`src/rtl/udma_i2s_pkg.sv`:
```
`default_nettype none
// +----------------------------------------------------------------------+
// | udma_i2s_pkg : shared types for the I2S/PDM RX scheduler              |
// | Revision     : 1.0                                                    |
// +----------------------------------------------------------------------+
package udma_i2s_pkg;

    typedef enum logic [1:0] {
        CH0_ONLY   = 2'b00,
        CH1_ONLY   = 2'b01,
        INTERLEAVE = 2'b10,
        RR         = 2'b11
    } chan_mode_e;

    typedef enum logic [1:0] {
        IDLE     = 2'b00,
        RUN      = 2'b01,
        WAIT_CH0 = 2'b10,
        WAIT_CH1 = 2'b11
    } sched_state_e;

endpackage
`default_nettype wire

```
`src/rtl/udma_i2s_rx_hold.sv`:
```
`default_nettype none
// +----------------------------------------------------------------------+
// | udma_i2s_rx_hold : one-entry sample hold with drain and overrun pulse |
// | Revision         : 1.0                                                |
// +----------------------------------------------------------------------+
module udma_i2s_rx_hold #(
    parameter int DATA_WIDTH = 32
) (
    input  logic                  clk_i,
    input  logic                  rst_i,
    input  logic                  clr_i,
    input  logic                  load_i,
    input  logic                  drain_i,
    input  logic [DATA_WIDTH-1:0] data_i,
    output logic                  full_o,
    output logic [DATA_WIDTH-1:0] data_o,
    output logic                  ovf_o
);

    logic                  full_q;
    logic                  full_d;
    logic [DATA_WIDTH-1:0] data_q;
    logic [DATA_WIDTH-1:0] data_d;

    // A drain in the same cycle frees the slot, so the new sample reloads it.
    assign ovf_o = load_i & full_q & ~drain_i;

    always_comb begin
        full_d = full_q;
        data_d = data_q;
        if (clr_i) begin
            full_d = 1'b0;
        end else if (load_i && !ovf_o) begin
            full_d = 1'b1;
            data_d = data_i;
        end else if (drain_i) begin
            full_d = 1'b0;
        end
    end

    always_ff @(posedge clk_i) begin
        if (rst_i) begin
            full_q <= 1'b0;
            data_q <= '0;
        end else begin
            full_q <= full_d;
            data_q <= data_d;
        end
    end

    assign full_o = full_q;
    assign data_o = data_q;

endmodule
`default_nettype wire

```
`src/rtl/udma_i2s_rx_sched.sv`:
```
`default_nettype none
// +----------------------------------------------------------------------+
// | udma_i2s_rx_sched : merges I2S ch0/ch1 samples into one RX stream     |
// | Revision          : 1.0                                               |
// +----------------------------------------------------------------------+
module udma_i2s_rx_sched
    import udma_i2s_pkg::*;
#(
    parameter int DATA_WIDTH = 32
) (
    input  logic                  clk_i,
    input  logic                  rst_i,
    input  logic                  cfg_en_i,
    input  logic [1:0]            cfg_mode_i,
    input  logic                  cfg_err_clr_i,
    input  logic [DATA_WIDTH-1:0] ch0_data_i,
    input  logic                  ch0_valid_i,
    input  logic [DATA_WIDTH-1:0] ch1_data_i,
    input  logic                  ch1_valid_i,
    output logic [DATA_WIDTH-1:0] data_o,
    output logic                  valid_o,
    input  logic                  ready_i,
    output logic                  chan_o,
    output logic [1:0]            err_ovf_o
);

    sched_state_e          state_q;
    chan_mode_e            mode_q;
    logic                  last_grant_q;
    logic                  valid_q;
    logic                  chan_q;
    logic [DATA_WIDTH-1:0] data_q;
    logic [1:0]            err_q;

    logic                  active;
    logic                  out_free;
    logic                  full0, full1;
    logic                  ovf0, ovf1;
    logic                  gnt0, gnt1;
    logic [DATA_WIDTH-1:0] hold0, hold1;

    assign active   = (state_q != IDLE) && cfg_en_i;
    assign out_free = ~valid_q | ready_i;

    udma_i2s_rx_hold #(.DATA_WIDTH(DATA_WIDTH)) u_hold0 (
        .clk_i   (clk_i),
        .rst_i   (rst_i),
        .clr_i   (~cfg_en_i),
        .load_i  (ch0_valid_i & active & (mode_q != CH1_ONLY)),
        .drain_i (gnt0),
        .data_i  (ch0_data_i),
        .full_o  (full0),
        .data_o  (hold0),
        .ovf_o   (ovf0)
    );

    udma_i2s_rx_hold #(.DATA_WIDTH(DATA_WIDTH)) u_hold1 (
        .clk_i   (clk_i),
        .rst_i   (rst_i),
        .clr_i   (~cfg_en_i),
        .load_i  (ch1_valid_i & active & (mode_q != CH0_ONLY)),
        .drain_i (gnt1),
        .data_i  (ch1_data_i),
        .full_o  (full1),
        .data_o  (hold1),
        .ovf_o   (ovf1)
    );

    // A grant is only issued when the output register can take the word,
    // so a grant is also the drain strobe of the matching hold.
    always_comb begin
        gnt0 = 1'b0;
        gnt1 = 1'b0;
        if (active && out_free) begin
            case (state_q)
                RUN: begin
                    if (full0 && full1) begin
                        gnt0 = last_grant_q;
                        gnt1 = ~last_grant_q;
                    end else begin
                        gnt0 = full0;
                        gnt1 = full1;
                    end
                end
                WAIT_CH0: gnt0 = full0;
                WAIT_CH1: gnt1 = full1;
                default: ;
            endcase
        end
    end

    always_ff @(posedge clk_i) begin
        if (rst_i) begin
            state_q      <= IDLE;
            mode_q       <= CH0_ONLY;
            last_grant_q <= 1'b1;
            valid_q      <= 1'b0;
            chan_q       <= 1'b0;
            data_q       <= '0;
            err_q        <= 2'b00;
        end else begin
            if (!cfg_en_i) begin
                state_q <= IDLE;
            end else begin
                case (state_q)
                    IDLE: begin
                        mode_q  <= chan_mode_e'(cfg_mode_i);
                        state_q <= (chan_mode_e'(cfg_mode_i) == INTERLEAVE) ? WAIT_CH0 : RUN;
                    end
                    WAIT_CH0: if (gnt0) state_q <= WAIT_CH1;
                    WAIT_CH1: if (gnt1) state_q <= WAIT_CH0;
                    default: ;
                endcase
            end

            if (state_q == RUN && (gnt0 || gnt1)) begin
                last_grant_q <= gnt1;
            end

            if (out_free) begin
                valid_q <= gnt0 | gnt1;
                if (gnt0 || gnt1) begin
                    data_q <= gnt1 ? hold1 : hold0;
                    chan_q <= gnt1;
                end
            end

            // A fresh overrun outranks a clear landing in the same cycle.
            err_q <= (err_q & ~{2{cfg_err_clr_i}}) | {ovf1, ovf0};
        end
    end

    assign data_o    = data_q;
    assign valid_o   = valid_q;
    assign chan_o    = chan_q;
    assign err_ovf_o = err_q;

endmodule
`default_nettype wire

```
`config.mk`:
```
export PLATFORM = sky130hd
export DESIGN_NAME = udma_i2s_rx_sched
export DESIGN_NICKNAME = d
export VERILOG_FILES = /design/src/rtl/udma_i2s_pkg.sv /design/src/rtl/udma_i2s_rx_hold.sv /design/src/rtl/udma_i2s_rx_sched.sv
export SDC_FILE = /design/constraint.sdc
export NUM_CORES = 1
export LEC_CHECK = 0
export CAP_MARGIN = 20
export CORE_UTILIZATION = 60
export CTS_CLUSTER_DIAMETER = 200
export CTS_CLUSTER_SIZE = 14
export DETAILED_ROUTE_END_ITERATION = 10
export DONT_BUFFER_PORTS = 1
export GPL_TIMING_DRIVEN = 0
export HOLD_SLACK_MARGIN = 0.1
export PLACE_DENSITY = 0.87
export SETUP_SLACK_MARGIN = 0.3
export SLEW_MARGIN = 0
export SYNTH_ARGS = -nofsm -noshare
export SYNTH_HDL_FRONTEND = slang
export SYNTH_SLANG_ARGS = --single-unit
```
`constraint.sdc`:
```
create_clock -name clk_i -period 4.8 [get_ports clk_i]
set_input_delay 1.44 -clock clk_i [delete_from_list [all_inputs] [get_ports clk_i]]
set_output_delay 1.44 -clock clk_i [all_outputs]
set_load 0.02 [all_outputs]
```
# [Word-level counts from Yosys, hierarchy flattened]
# Index checks and enable logic that the tools add are counted.
[word_totals] register_bits=107 in_bits=73 wordCells=72
[op_classes] n_eq_ne=7 n_mux=15 bitwise=18 reduce_logical=21
[ops] cell="$mux 32" count=1
[ops] cell="$and 1x1->1" count=8
[ops] cell="$mux 1" count=8
[ops] cell="$reduce_and 2->1" count=4
[ops] cell="$reduce_bool 2->1" count=4
[ops] cell="$eq 2x2->1 const B" count=3
[ops] cell="$logic_and 1x1->1" count=6
[ops] cell="$mux 2" count=3
[ops] cell="$pmux 2 s3" count=1
[ops] cell="$not 1->1" count=5
[ops] cell="$ne 2x2->1 const B" count=2
[ops] cell="$pmux 1 s2" count=2
[ops] cell="$reduce_and 3->1" count=1
[ops] cell="$reduce_bool 3->1" count=1
[ops] cell="$and 2x2->2" count=1
[ops] cell="$eq 2x1->1 const B" count=1
[ops] cell="$logic_not 1->1" count=2
[ops] cell="$logic_not 2->1" count=1
[ops] cell="$ne 2x1->1 const B" count=1
[ops] cell="$not 2->2" count=1
[ops] cell="$or 1x1->1" count=2
[ops] cell="$or 2x2->2" count=1
[ops] cell="$reduce_or 2->1" count=1
[ops] cell="$logic_or 1x1->1" count=1

# [Logic depth before layout (Yosys ltp)]
[depth] depth_word=9 ltp_mapped=9 depth_no_buf=6

# [Modules after synthesis]
# Synthesis repeated with hierarchy kept, for this count alone.
[unflattened] hier_cells=541 area_unflattened_um2=5109.9
[by_module_without_submodules] module="udma_i2s_rx_hold" instances=2 cells_per_inst=145 area_per_inst_um2=1522.7 seq_area_each_um2=660.6
[by_module_without_submodules] module="udma_i2s_rx_sched" instances=1 cells_per_inst=251 area_per_inst_um2=2064.5 seq_area_each_um2=820.8

# [Least setup slack after synthesis]
# OpenSTA, ideal clock, no wires.
[synth_timing] kind="input to register" from="input port cfg_en_i" to="register u_hold0.data_q[10], in the netlist u_hold0.data_o[10]" arrival_ps=2666 required_time_ps=4728 slack_ps=2062 path_stages=6 path_buffers=2 cell_sequence="nor2b_1 -> buf_4 -> nand4_4 -> a211oi_4 -> buf_8 -> mux2i_1"
[synth_via] elab_chain_cells=8
[synth_rtl] item="start: declaration" line="udma_i2s_rx_sched.sv:13" text="input logic cfg_en_i,"
[synth_rtl] item="$logic_and 1x1->1" line="udma_i2s_rx_sched.sv:42" text="assign active = (state_q != IDLE) && cfg_en_i;"
[synth_rtl] item="$and 1x1->1 or $logic_and 1x1->1 (tied branches)" line="udma_i2s_rx_sched.sv:49, udma_i2s_rx_sched.sv:74"
[synth_rtl] item="$and 1x1->1 or $mux 1 (tied branches)" line="udma_i2s_rx_sched.sv:49, udma_i2s_rx_sched.sv:74"
[synth_rtl] item="$and 1x1->1 or $not 1->1 (tied branches)" line="udma_i2s_rx_hold.sv:26" text="assign ovf_o = load_i & full_q & ~drain_i;"
[synth_rtl] item="$and 1x1->1" line="udma_i2s_rx_hold.sv:26"
[synth_rtl] item="$logic_not 1->1" line="udma_i2s_rx_hold.sv:33" text="end else if (load_i && !ovf_o) begin"
[synth_rtl] item="$logic_and 1x1->1" line="udma_i2s_rx_hold.sv:33"
[synth_rtl] item="$reduce_and 2->1 (no source line) *"
[synth_rtl] item="end signal: assignment" line="udma_i2s_rx_hold.sv:47" text="data_q <= data_d;"
[synth_rtl] item="end: declaration" line="udma_i2s_rx_hold.sv:22" text="logic [DATA_WIDTH-1:0] data_q;"
# Every way passes the cells marked *; elsewhere a longest branch is shown, timed or not.
# A chain may end at the register's enable or synchronous reset.

# [Worst setup path in the final report]
[layout_timing] from="input port ready_i" to="register u_hold0.data_q[27], in the netlist u_hold0.data_o[27]"
[layout_via] elab_chain_cells=8
[layout_rtl] item="start: declaration" line="udma_i2s_rx_sched.sv:22" text="input logic ready_i,"
[layout_rtl] item="$or 1x1->1" line="udma_i2s_rx_sched.sv:43" text="assign out_free = ~valid_q | ready_i;"
[layout_rtl] item="$logic_and 1x1->1" line="udma_i2s_rx_sched.sv:74" text="if (active && out_free) begin"
[layout_rtl] item="$mux 1" line="udma_i2s_rx_sched.sv:74"
[layout_rtl] item="$not 1->1" line="udma_i2s_rx_hold.sv:26"
[layout_rtl] item="$and 1x1->1" line="udma_i2s_rx_hold.sv:26"
[layout_rtl] item="$logic_not 1->1" line="udma_i2s_rx_hold.sv:33"
[layout_rtl] item="$logic_and 1x1->1" line="udma_i2s_rx_hold.sv:33"
[layout_rtl] item="$reduce_and 2->1 (no source line)"
# Every way passes these cells.

==> summary.md <==
| Metric | Value |
|---|---|
| GRT Total Usage | `29.9%` |
| Synth cell types | `31` |
| Clock buffer depth | `2` |
| Die height | `90.8 um` |
| Synth warn | `0` |
| Post-synthesis compound-gate area fraction | `12.9%` |
| Vias in the first global route | `3926` |
| Post-synthesis sequential area ratio | `45.2%` |
| Worst path bufs/invs | `1` |
| M1 GR Usage | `35.7%` |
| Setup CP Type | `input port to flip-flop` |
| Crit path max fanout | `10` |
| Crit start category | `input port` |
| Most frequent cell after synthesis | `dfxtp_1` |
| RSZ-0062 raised after global routing | `no` |
| Fin Clk Skew | `0.0105 ns` |
| Pin count of the biggest net entering global routing | `18` |
| Static Leak | `roughly 1.8 nW` |
| Area of the die | `slightly above 8000 sq um` |
| Area of the core | `a little under 8000 sq um` |
| Routability cong. | `around 0.86` |
| First-pass GRT wire length | `just under 20 mm` |
| Cell area after synthesis | `between 4000 and 5000 sq um` |
| Avg Cell Area, Syn | `between 8 and 9 sq um` |
| Share of cells above drive strength 1 | `under 10%` |
| Setup ws final | `between 2 and 2.5 ns` |
| Critical Path RT | `around 5.1 ns` |
| Place WS | `approximately 1.8 ns` |
| Post-synth EDFFs | `0` |
| Fill count | `about 650` |
| Crit-path max cell delay | `about 0.56 ns` |
| Status | `complete, no violations` |
| # setup viols final | `0` |
| Clock slew at the register clock pins of the worst setup and hold paths | `around 0.10 ns` |
| Synth area leaders | `dfxtp_1 (45%), mux2i_1 (14%), nand2_1 (7.1%)` |
| Fin Setup TNS | `0 ns` |
| Synth async-reset ratio | `0%` |
| Pwr/cell area | `326 nW/um^2` |
| Clock Sinks | `107` |
| Rel. slew slack | `60.4%` |
| Final net count | `620` |
| Type of destination of the critical path | `flip-flop` |
| Initial antenna violation count | `0` |
| Top_reg_cell synth | `dfxtp_1` |
| Met2 usage | `a little over 50%` |
| Post-CTS Setup Inserts | `0` |
| Die Width | `around 91 um` |
| WHS | `around 0.46 ns` |
| Root Buffer | `clkbuf_8` |
| Max Clock Freq | `376 MHz` |
| CTS tree | `yes` |
| Max-cap violations | `0` |
| DRT iter0 DRCs | `224` |
| Pre-Repair DR Iteration Count | `6` |
| Synth-to-Final Area Change | `7.69%` |
| CTS H-tree lvls | `3` |
| Syn Nets | `about 600` |
| Antenna-violating nets left | `0` |
| IO buf count | `0` |
| Overflow after GRT | `0` |
| WL/cell | `18.6 um` |
| Boundary pin count | `109` |
| Max-slew violations | `0` |
| HP Class | `flip-flop to flip-flop` |
| Synth Area in Adders | `between 1 and 1.5%` |
| Simple-gate share of the synthesized area | `between 20% and 30%` |
| Crit-path leading delay family | `compound AO/OA/AOI/OAI gates` |
| VDD IR max | `about 0.17 mV` |
| Top Usage Layer GRT | `met2` |
| Starting Density | `61.6%` |
| Synth Instances | `532` |
| Residual DRC count | `0` |
| CTS resizes | `0` |
| Worst-Skew Late Latency | `~0.38 ns` |
| Area leader, netlist | `dfxtp_1` |
| Hpwl dp | `about 8.7 mm` |
| CP max stage cell | `a211oi_4` |
| DR vias | `just under 4000` |
| Cells traversed along the worst timing path | `nand2b_1 -> nand4_4 -> a211oi_4 -> buf_8 -> mux2i_1` |
| Mux cell area share after synthesis | `between 10% and 20%` |
| Arrival time of the worst setup path | `2.95 ns` |
| Seq cells post-synth | `107` |
| Via density | `6.04` |
| Post-CTS Hold Buffers | `0` |
| Total CTS buffers | `9` |
| Main combinational cell family by area after synthesis | `simple AND/OR/NAND/NOR gates` |
| Endpoints failing hold | `0` |
| Placement Rows | `32` |
| Xor and xnor area share after synthesis | `0%` |
| Min Tclk post-route | `around 2.7 ns` |
| Post-synth top cells | `dfxtp_1 (107), nand2_1 (89), mux2i_1 (65)` |
| Slew @ Worst Pin | `0.595 ns` |
| Number of diodes | `0` |
| Global Route met3 Usage | `around 7.0%` |
| Synth top area share | `45.2%` |
| Routed wire length | `12.1 mm` |
| Final period util | `55.4%` |
==> where the power goes <==
part / total, mW / internal [mW] / switching [mW] / leakage [nW]
sequential: 0.909 / 0.900 / 0.00880 / 0.863
clock: 0.634 / 0.324 / 0.310 / 0.116
combinational: 0.121 / 0.0416 / 0.0795 / 0.784
total: 1.66 / 1.27 / 0.398 / 1.76
==> layout make-up <==
cell class | instances | area [sq um] | area share (%)
multi-input combinational | 374 | 2340 | 45.9
clock buffer | 11 | 151 | 2.97
inverter | 6 | 22.5 | 0.442
buffer | 45 | 230 | 4.52
tap | 102 | 128 | 2.50
sequential | 107 | 2140 | 42.0
clock inverter | 5 | 85.1 | 1.67
==> flip-flops by register name (all words and copies together) (netlist names) <==
signal,count
chan_o,1
data_o,32
err_ovf_o,2
last_grant_q,1
mode_q,2
state_q,2
u_hold0.data_o,32
u_hold0.full_o,1
u_hold1.data_o,32
u_hold1.full_o,1
valid_o,1
==> routing by layer <==
metal	routed length (um)	vias to the layer above
li1	-	1853
met1	4810	1869
met2	6060	179
met3	961	28
met4	279	0
met5	0	-
==> through the flow <==
step / power (mW) / area (sq um) / std cells / util (%)
2_1_floorplan: 1.02 / 4730 / 532 / -
3_3_place_gp: 1.04 / 4860 / 634 / 63.2
3_5_place_dp: 1.05 / 4860 / 634 / 63.2
4_1_cts: 1.66 / 5100 / 650 / 66.3
5_1_grt: 1.72 / 5100 / 650 / 66.3
6_report: 1.66 / 5100 / 650 / 66.3
==> tightest hold or removal path: stages, from the launching register on <==
cell     delay, ns
dfxtp_1       0.33
nand2_1       0.05
mux2i_1       0.05
==> cells in the final DEF (no fill, tap or decap), drive strengths merged, types with 2 or more instances in the layout <==
cell type,instances
buf,17
nand3,36
a311oi,32
ha,4
clkbuf,39
a21oi,10
inv,6
or3b,2
o21ai,35
mux2i,65
dfxtp,107
bufinv,2
o211ai,4
nor2,32
clkinv,2
nand2,89
nand2b,52
==> cells by family after synthesis <==
group           after synthesis
flops                       107
simple gates                216
mux                          65
buf+inv                      51
compound gates               89
fa+ha+maj                     4
==> path summary, 6_finish.rpt <==
kind | start | cells past startpoint | to | slack, ns
setup reg to reg | state_q[1]$_SDFFE_PP0P_ | 7 | data_o[28]$_SDFFE_PP0P_ | 2.41
setup / recovery | ready_i | 5 | u_hold0.data_o[27]$_SDFFE_PP0P_ | 2.14
hold reg to reg | u_hold0.data_o[17]$_SDFFE_PP0P_ | 2 | u_hold0.data_o[17]$_SDFFE_PP0P_ | 0.46
hold / removal | u_hold0.data_o[17]$_SDFFE_PP0P_ | 2 | u_hold0.data_o[17]$_SDFFE_PP0P_ | 0.46
Note: power is estimated with default switching activity, not from simulation.
